### src/rtl/spi_boot_rx_if.sv
// Pin and stream bundle for the SPI boot-image receiver.
// The master side drives SPI pins and the consumer handshake; the slave side is the receiver.
interface spi_boot_rx_if;
  logic       SPI_SCK;
  logic       SPI_SS_N;
  logic       SPI_MOSI;
  logic       SPI_MISO;
  logic       SPI_MISO_OE;
  logic [7:0] TX_DATA;
  logic [7:0] RX_DATA;
  logic       RX_VALID;
  logic       RX_READY;
  logic       FRAME_ACTIVE;
  logic       OVERFLOW;
  logic       OVERFLOW_CLR;

  modport master (
    output SPI_SCK, SPI_SS_N, SPI_MOSI, TX_DATA, RX_READY, OVERFLOW_CLR,
    input  SPI_MISO, SPI_MISO_OE, RX_DATA, RX_VALID, FRAME_ACTIVE, OVERFLOW
  );

  modport slave (
    input  SPI_SCK, SPI_SS_N, SPI_MOSI, TX_DATA, RX_READY, OVERFLOW_CLR,
    output SPI_MISO, SPI_MISO_OE, RX_DATA, RX_VALID, FRAME_ACTIVE, OVERFLOW
  );
endinterface

### src/rtl/spi_boot_rx.sv
// Oversampled SPI mode-0 slave: assembles MOSI bytes into a small FIFO with a
// valid/ready output and shifts a host-supplied status byte back on MISO.
module spi_boot_rx #(
  parameter int unsigned FIFO_DEPTH  = 4,
  parameter int unsigned SYNC_STAGES = 2
) (
  input  logic          CLOCK,
  input  logic          RESET,
  spi_boot_rx_if.slave  bus
);

  localparam int unsigned PTR_W = (FIFO_DEPTH > 1) ? $clog2(FIFO_DEPTH) : 1;
  localparam int unsigned CNT_W = $clog2(FIFO_DEPTH + 1);

  typedef enum logic {IDLE, SHIFT} state_e;

  logic [SYNC_STAGES-1:0] sck_sync_q, sck_sync_d;
  logic [SYNC_STAGES-1:0] ss_sync_q, ss_sync_d;
  logic [SYNC_STAGES-1:0] mosi_sync_q, mosi_sync_d;
  logic                   sck_prev_q, sck_prev_d;
  state_e                 state_q, state_d;
  logic [2:0]             bit_cnt_q, bit_cnt_d;
  logic [6:0]             rx_shift_q, rx_shift_d;
  logic [6:0]             tx_shift_q, tx_shift_d;
  logic                   miso_q, miso_d;
  logic                   miso_oe_q, miso_oe_d;
  logic                   frame_active_q, frame_active_d;
  logic                   push_q, push_d;
  logic [7:0]             push_byte_q, push_byte_d;
  logic [7:0]             mem_q [FIFO_DEPTH];
  logic [7:0]             mem_d [FIFO_DEPTH];
  logic [PTR_W-1:0]       wr_ptr_q, wr_ptr_d;
  logic [PTR_W-1:0]       rd_ptr_q, rd_ptr_d;
  logic [CNT_W-1:0]       count_q, count_d;
  logic [7:0]             rx_data_q, rx_data_d;
  logic                   rx_valid_q, rx_valid_d;
  logic                   overflow_q, overflow_d;

  logic sck_s, ss_s, mosi_s, rise, fall;
  logic pop, full, push_ok;

  assign sck_s  = sck_sync_q[SYNC_STAGES-1];
  assign ss_s   = ss_sync_q[SYNC_STAGES-1];
  assign mosi_s = mosi_sync_q[SYNC_STAGES-1];
  assign rise   = sck_s & ~sck_prev_q;
  assign fall   = ~sck_s & sck_prev_q;

  // Synchronizers, frame FSM and the two shift registers
  always_comb begin
    sck_sync_d     = {sck_sync_q[SYNC_STAGES-2:0], bus.SPI_SCK};
    ss_sync_d      = {ss_sync_q[SYNC_STAGES-2:0], bus.SPI_SS_N};
    mosi_sync_d    = {mosi_sync_q[SYNC_STAGES-2:0], bus.SPI_MOSI};
    sck_prev_d     = sck_s;
    state_d        = state_q;
    bit_cnt_d      = bit_cnt_q;
    rx_shift_d     = rx_shift_q;
    tx_shift_d     = tx_shift_q;
    miso_d         = miso_q;
    miso_oe_d      = miso_oe_q;
    frame_active_d = frame_active_q;
    push_d         = 1'b0;
    push_byte_d    = push_byte_q;
    case (state_q)
      IDLE: begin
        if (!ss_s) begin
          state_d        = SHIFT;
          bit_cnt_d      = 3'd0;
          tx_shift_d     = bus.TX_DATA[6:0];
          miso_d         = bus.TX_DATA[7];
          miso_oe_d      = 1'b1;
          frame_active_d = 1'b1;
        end
      end
      SHIFT: begin
        if (ss_s) begin
          // Deselect drops any partial byte: bit_cnt restarts and nothing is pushed
          state_d        = IDLE;
          bit_cnt_d      = 3'd0;
          miso_d         = 1'b0;
          miso_oe_d      = 1'b0;
          frame_active_d = 1'b0;
        end else if (rise) begin
          rx_shift_d = {rx_shift_q[5:0], mosi_s};
          bit_cnt_d  = bit_cnt_q + 3'd1;
          if (bit_cnt_q == 3'd7) begin
            push_d      = 1'b1;
            push_byte_d = {rx_shift_q, mosi_s};
          end
        end else if (fall) begin
          if (bit_cnt_q != 3'd0) begin
            miso_d     = tx_shift_q[6];
            tx_shift_d = {tx_shift_q[5:0], 1'b0};
          end else begin
            miso_d     = bus.TX_DATA[7];
            tx_shift_d = bus.TX_DATA[6:0];
          end
        end
      end
    endcase
  end

  // Receive FIFO; a push into a full FIFO is taken only if the head pops in the same cycle
  always_comb begin
    pop        = rx_valid_q & bus.RX_READY;
    full       = (count_q == CNT_W'(FIFO_DEPTH));
    push_ok    = push_q & (~full | pop);
    mem_d      = mem_q;
    wr_ptr_d   = wr_ptr_q;
    rd_ptr_d   = rd_ptr_q;
    if (push_ok) begin
      mem_d[wr_ptr_q] = push_byte_q;
      wr_ptr_d        = PTR_W'(wr_ptr_q + PTR_W'(1));
    end
    if (pop) begin
      rd_ptr_d = PTR_W'(rd_ptr_q + PTR_W'(1));
    end
    count_d    = CNT_W'(count_q + CNT_W'(push_ok) - CNT_W'(pop));
    rx_valid_d = (count_d != CNT_W'(0));
    rx_data_d  = rx_valid_d ? mem_d[rd_ptr_d] : rx_data_q;
    overflow_d = (overflow_q & ~bus.OVERFLOW_CLR) | (push_q & ~push_ok);
  end

  always_ff @(posedge CLOCK or posedge RESET) begin
    if (RESET) begin
      sck_sync_q     <= '0;
      ss_sync_q      <= '1;
      mosi_sync_q    <= '0;
      sck_prev_q     <= 1'b0;
      state_q        <= IDLE;
      bit_cnt_q      <= 3'd0;
      rx_shift_q     <= '0;
      tx_shift_q     <= '0;
      miso_q         <= 1'b0;
      miso_oe_q      <= 1'b0;
      frame_active_q <= 1'b0;
      push_q         <= 1'b0;
      push_byte_q    <= 8'd0;
      mem_q          <= '{default: 8'd0};
      wr_ptr_q       <= '0;
      rd_ptr_q       <= '0;
      count_q        <= '0;
      rx_data_q      <= 8'd0;
      rx_valid_q     <= 1'b0;
      overflow_q     <= 1'b0;
    end else begin
      sck_sync_q     <= sck_sync_d;
      ss_sync_q      <= ss_sync_d;
      mosi_sync_q    <= mosi_sync_d;
      sck_prev_q     <= sck_prev_d;
      state_q        <= state_d;
      bit_cnt_q      <= bit_cnt_d;
      rx_shift_q     <= rx_shift_d;
      tx_shift_q     <= tx_shift_d;
      miso_q         <= miso_d;
      miso_oe_q      <= miso_oe_d;
      frame_active_q <= frame_active_d;
      push_q         <= push_d;
      push_byte_q    <= push_byte_d;
      mem_q          <= mem_d;
      wr_ptr_q       <= wr_ptr_d;
      rd_ptr_q       <= rd_ptr_d;
      count_q        <= count_d;
      rx_data_q      <= rx_data_d;
      rx_valid_q     <= rx_valid_d;
      overflow_q     <= overflow_d;
    end
  end

  assign bus.SPI_MISO     = miso_q;
  assign bus.SPI_MISO_OE  = miso_oe_q;
  assign bus.FRAME_ACTIVE = frame_active_q;
  assign bus.RX_DATA      = rx_data_q;
  assign bus.RX_VALID     = rx_valid_q;
  assign bus.OVERFLOW     = overflow_q;

endmodule

### src/flat_wrapper.sv
// flat-port wrapper written by rule: the top's interface ports become plain ports
module spi_boot_rx_flat 
#(
  parameter int unsigned FIFO_DEPTH  = 4,
  parameter int unsigned SYNC_STAGES = 2
)
  (CLOCK, RESET, bus_SPI_SCK, bus_SPI_SS_N, bus_SPI_MOSI, bus_TX_DATA, bus_RX_READY, bus_OVERFLOW_CLR, bus_SPI_MISO, bus_SPI_MISO_OE, bus_RX_DATA, bus_RX_VALID, bus_FRAME_ACTIVE, bus_OVERFLOW);
  spi_boot_rx_if bus_i ();
  input  logic CLOCK;
  input  logic RESET;
  input wire logic [$bits(bus_i.SPI_SCK)-1:0] bus_SPI_SCK;
  input wire logic [$bits(bus_i.SPI_SS_N)-1:0] bus_SPI_SS_N;
  input wire logic [$bits(bus_i.SPI_MOSI)-1:0] bus_SPI_MOSI;
  input wire logic [$bits(bus_i.TX_DATA)-1:0] bus_TX_DATA;
  input wire logic [$bits(bus_i.RX_READY)-1:0] bus_RX_READY;
  input wire logic [$bits(bus_i.OVERFLOW_CLR)-1:0] bus_OVERFLOW_CLR;
  output wire logic [$bits(bus_i.SPI_MISO)-1:0] bus_SPI_MISO;
  output wire logic [$bits(bus_i.SPI_MISO_OE)-1:0] bus_SPI_MISO_OE;
  output wire logic [$bits(bus_i.RX_DATA)-1:0] bus_RX_DATA;
  output wire logic [$bits(bus_i.RX_VALID)-1:0] bus_RX_VALID;
  output wire logic [$bits(bus_i.FRAME_ACTIVE)-1:0] bus_FRAME_ACTIVE;
  output wire logic [$bits(bus_i.OVERFLOW)-1:0] bus_OVERFLOW;
  assign bus_i.SPI_SCK = bus_SPI_SCK;
  assign bus_i.SPI_SS_N = bus_SPI_SS_N;
  assign bus_i.SPI_MOSI = bus_SPI_MOSI;
  assign bus_i.TX_DATA = bus_TX_DATA;
  assign bus_i.RX_READY = bus_RX_READY;
  assign bus_i.OVERFLOW_CLR = bus_OVERFLOW_CLR;
  assign bus_SPI_MISO = bus_i.SPI_MISO;
  assign bus_SPI_MISO_OE = bus_i.SPI_MISO_OE;
  assign bus_RX_DATA = bus_i.RX_DATA;
  assign bus_RX_VALID = bus_i.RX_VALID;
  assign bus_FRAME_ACTIVE = bus_i.FRAME_ACTIVE;
  assign bus_OVERFLOW = bus_i.OVERFLOW;
  spi_boot_rx #(.FIFO_DEPTH(FIFO_DEPTH), .SYNC_STAGES(SYNC_STAGES)) u_core (.CLOCK(CLOCK), .RESET(RESET), .bus(bus_i));
endmodule
### config.mk
export PLATFORM = sky130hd
export DESIGN_NAME = spi_boot_rx_flat
export DESIGN_NICKNAME = d
export VERILOG_FILES = /design/src/rtl/spi_boot_rx_if.sv /design/src/rtl/spi_boot_rx.sv /design/src/flat_wrapper.sv
export SDC_FILE = /design/constraint.sdc
export NUM_CORES = 1
export LEC_CHECK = 0
export BUFFER_PORTS_ARGS = -buffer_cell sky130_fd_sc_hd__clkbuf_2
export CAP_MARGIN = 20
export CORE_MARGIN = 5
export CORE_UTILIZATION = 38
export CTS_CLUSTER_DIAMETER = 100
export CTS_CLUSTER_SIZE = 20
export DETAILED_ROUTE_END_ITERATION = 12
export PLACE_DENSITY = 0.56
export SLEW_MARGIN = 20
export SYNTH_ARGS = -nofsm -noshare
export SYNTH_HDL_FRONTEND = slang
export SYNTH_SLANG_ARGS = --single-unit
### constraint.sdc
create_clock -name CLOCK -period 10.23 [get_ports CLOCK]
set_clock_uncertainty 0.15 [all_clocks]
set_input_delay 0 -clock CLOCK [delete_from_list [all_inputs] [get_ports CLOCK]]
set_output_delay 0 -clock CLOCK [all_outputs]
set_load 0.1 [all_outputs]
==> results.md <==
* Clk Latency, worst-skew pair at roughly 350 ps
* Worst-margin pin slew at ~900 ps
* RSZ-0062 raised after global routing: no
* Hold_sp: bus_SPI_SS_N
* First-pass GRT wire length at ~12000 um
* Global route total overflow at 0
* DR WL/cell at around 14 um
* Starting DRT DRC Count at 77
* Syn_area_per_cell at ~13 sq um
* FFs w/ async S/R, synth at 100%
* Total track usage at 12.9%
* Met1 Resource Use GR at between 10% and 20%
* Critical path's slowest cell: or3b_1
* Critical path buffers and inverters at 1
* NumNets Final at between 300 and 400
* Setup WS post-layout at a little under 7000 ps
* Net Count, Synth at 319
* Most used routing layer in global routing: met2
* Synth area leader: dfrtp_1
* Pre-CTS setup slack at between 6000 and 7000 ps
* Clk pwr share at about a fifth
* Run status: complete, no violations
* Max Slew Vio Count at 0
* Placed cell count at roughly 440
* Cts bufs inserted at 9
* Max-Cap Viols at 0
* Switch share at 40.4%
* DRC viols at 0
* CTS tree: yes
* Pwr Total at slightly below 0.001 W
* GR Layer Usage met2 at 20.3%
* RR Startpoint: u_core.count_q[1]$_DFF_PP0_
* Worst reg-to-reg path cell count at 10
* Logic pwr share at 36.8%
* Vias in the first global route at about 2300
* Post-DP HPWL at ~4500 um
* Filler cell count at a little over 900
* Initial antenna violation count at 0
* Min Tclk post-route at between 3000 and 4000 ps
* Top cell type's share of synthesized area at a little under three fifths
* RR Endpoint: u_core.bus.RX_DATA[7]$_DFFE_PP0P_
* FP Rows at 36
* Post-synth top cells: dfrtp_1, inv_1, mux2_2
* H-Tree Depth at 3
* EDFF count, synth at 0
* Cells after Synth at around 290
* Routed WL at roughly 6700 um
* Cell with the most instances after synthesis: dfrtp_1
* Yosys Warn Count at 0
* #FFs+latches synth at 85
* Worst Path Required at 10280 ps
* Final hold violation count at 0
* Area of the multi-input gates at 1410 sq um
* Vias at between 2000 and 2500
* Placer Congestion at approximately 0.76
* Final setup vio count at 0
* Antenna cells at 0
* Met3 Use GR at 2.37%
* CP most frequent cell: xnor2_1
* Endpoint class of the critical path: flip-flop
* Area grow syn2layout at 15.5%
* Critical Path Fanout Max at 17
* Final cell count without fillers at 472
* Port-buffer cells at 27
* Worst Setup SP: u_core.count_q[1]$_DFF_PP0_
* Starting density of the core at about two fifths
* Via density at 4.64
* Share of cells above drive strength 1 at 25.4%
* Delay of the slowest critical-path stage at between 500 and 600 ps
* Critical path arrival at approximately 3400 ps
* Critical Path, Cell by Cell: or3b_1 -> or2_2 -> nand2_1 -> inv_1 -> ha_1 -> fa_1 -> xnor2_1 -> xnor2_1 -> nor3_4 -> o31ai_1
* NetSw at 0.000394 W
* Top cells by area, synth: dfrtp_1, mux2_2, mux2i_1, ha_1, inv_1
* Largest net degree at the start of global routing at 86
* Core area at 9640 sq um
* Setup TNS at 0 ps
* Sequential area share after synthesis at between 50 and 60%
* Post_cts resized at 0
* Post-route ant nets at 0
* Reg2reg setup slack at about 7000 ps
* Crit path launch type: flip-flop
* IO Count at 28
* WHS Endpoint: u_core.ss_sync_q[0]$_DFF_PP1_
* Chip width at roughly 110 um
* CP top delay family: simple AND/OR/NAND/NOR gates
* Longest Clk Path Bufs at 2
* Num Clock Sinks at 85
* Hold Crit Depth at 2
* PD cells at between 200 and 250 nW/um^2
* Final Cycle Share at between 30% and 40%
* Die area at ~12000 sq um
* Worst-path clk slew at ~70 ps
* Leak at about 2.3 nW
* Synth Cell Area at 3710 sq um
* Router iterations before antenna repair at 4
* Top_reg_cell synth: dfrtp_1
* Pint at approximately 0.00058 W
* Synth cell types at 34
* Crit path kind: reg -> reg
* Sequential Area at about 2100 sq um
* Hold Crit Class: in -> reg
* Sequential share of power at about two fifths
* Slew HR at 41.7%
* Worst VDD drop at ~0.085 mV
* CTS root buffer: clkbuf_8
* Height of the die at around 110 um
* Fmax achieved at roughly 0.3 GHz
==> per-layer routing <==
metal | vias to the layer above | wire length (um)
li1 | 1089 | -
met1 | 1069 | 3230
met2 | 22 | 3220
met3 | 11 | 142
met4 | 0 | 138
met5 | - | 0
==> worst max-delay path by stage <==
stage	endpoint	cells after the start
3_3_place_gp	u_core.bus.RX_DATA[1]$_DFFE_PP0P_	10
4_1_cts	u_core.bus.RX_DATA[7]$_DFFE_PP0P_	10
3_5_place_dp	u_core.bus.RX_DATA[3]$_DFFE_PP0P_	10
2_1_floorplan	u_core.bus.RX_DATA[2]$_DFFE_PP0P_	13
5_1_grt	u_core.bus.RX_DATA[7]$_DFFE_PP0P_	11
6_report	u_core.bus.RX_DATA[7]$_DFFE_PP0P_	10
==> metrics by stage <==
step	utilization [%]	area, sq um	hold slack, ps
6_report	44.4	4280	131
5_1_grt	44.4	4280	138
4_1_cts	44.3	4270	110
3_5_place_dp	41.3	3980	-58.5
3_3_place_gp	41.3	3980	-61.1
2_1_floorplan	-	3710	-146
==> cells by family after synthesis <==
group                      Yosys count  share of synthesized area [%]
DFF                                 85                           57.4
AOI/OAI and AO/OA                   47                           10.4
xor gates and xnor gates             6                           1.42
buffers and inverters               44                           4.86
and+or+nand+nor                     40                           5.09
adders and majority gates           13                           4.59
muxes                               56                           16.2
==> worst register-to-register path, stage by stage, from the launching register on <==
cell and delay [ps]:
dfrtp_1 380, or3b_1 540, or2_2 360, nand2_1 100, inv_1 60, ha_1 200
fa_1 380, xnor2_1 150, xnor2_1 170, nor3_4 540, o31ai_1 180
==> area by class of cell <==
cell class	count	area share (%)
clock buffer	13	3.48
multi-input combinational	162	32.9
tap	133	3.89
inverter	34	3.01
sequential	85	49.7
clock inverter	3	0.351
timing repair buffer	42	6.63
==> flip-flops by register name, summed over array words and instances, names as in the netlist, 3 cells and up <==
signal / cells
u_core.mem_q: 32
u_core.bit_cnt_q: 3
u_core.rx_shift_q: 7
u_core.count_q: 3
u_core.push_byte_q: 8
u_core.bus.RX_DATA: 8
u_core.tx_shift_q: 7
==> placed cells by master (no fill, tap or decap), drive strengths merged, types with 6 or more instances in the layout <==
master       instances
o22ai               12
o31ai                8
nand2               15
mux2i               24
mux2                32
dfrtp               83
dlygate4sd3         13
a21oi                7
clkbuf              40
a22o                 7
inv                 33
xnor2                6
ha                  12
nor2                 9
==> power groups by stage <==
stage | clock [W] | combinational, W | sequential [W]
2_1_floorplan | 0 | 0.000177 | 0.000525
3_3_place_gp | 0 | 0.000349 | 0.000415
3_5_place_dp | 0 | 0.000354 | 0.000416
4_1_cts | 0.000215 | 0.000358 | 0.000410
5_1_grt | 0.000229 | 0.000388 | 0.000416
6_report | 0.000206 | 0.000359 | 0.000409
==> repair_timing <==
item	4_1_cts	5_1_grt
hold endpoints to repair	95	0
setup buffers	0	0
hold buffers	13	0
No activity file was read; power rests on OpenSTA's default activity.
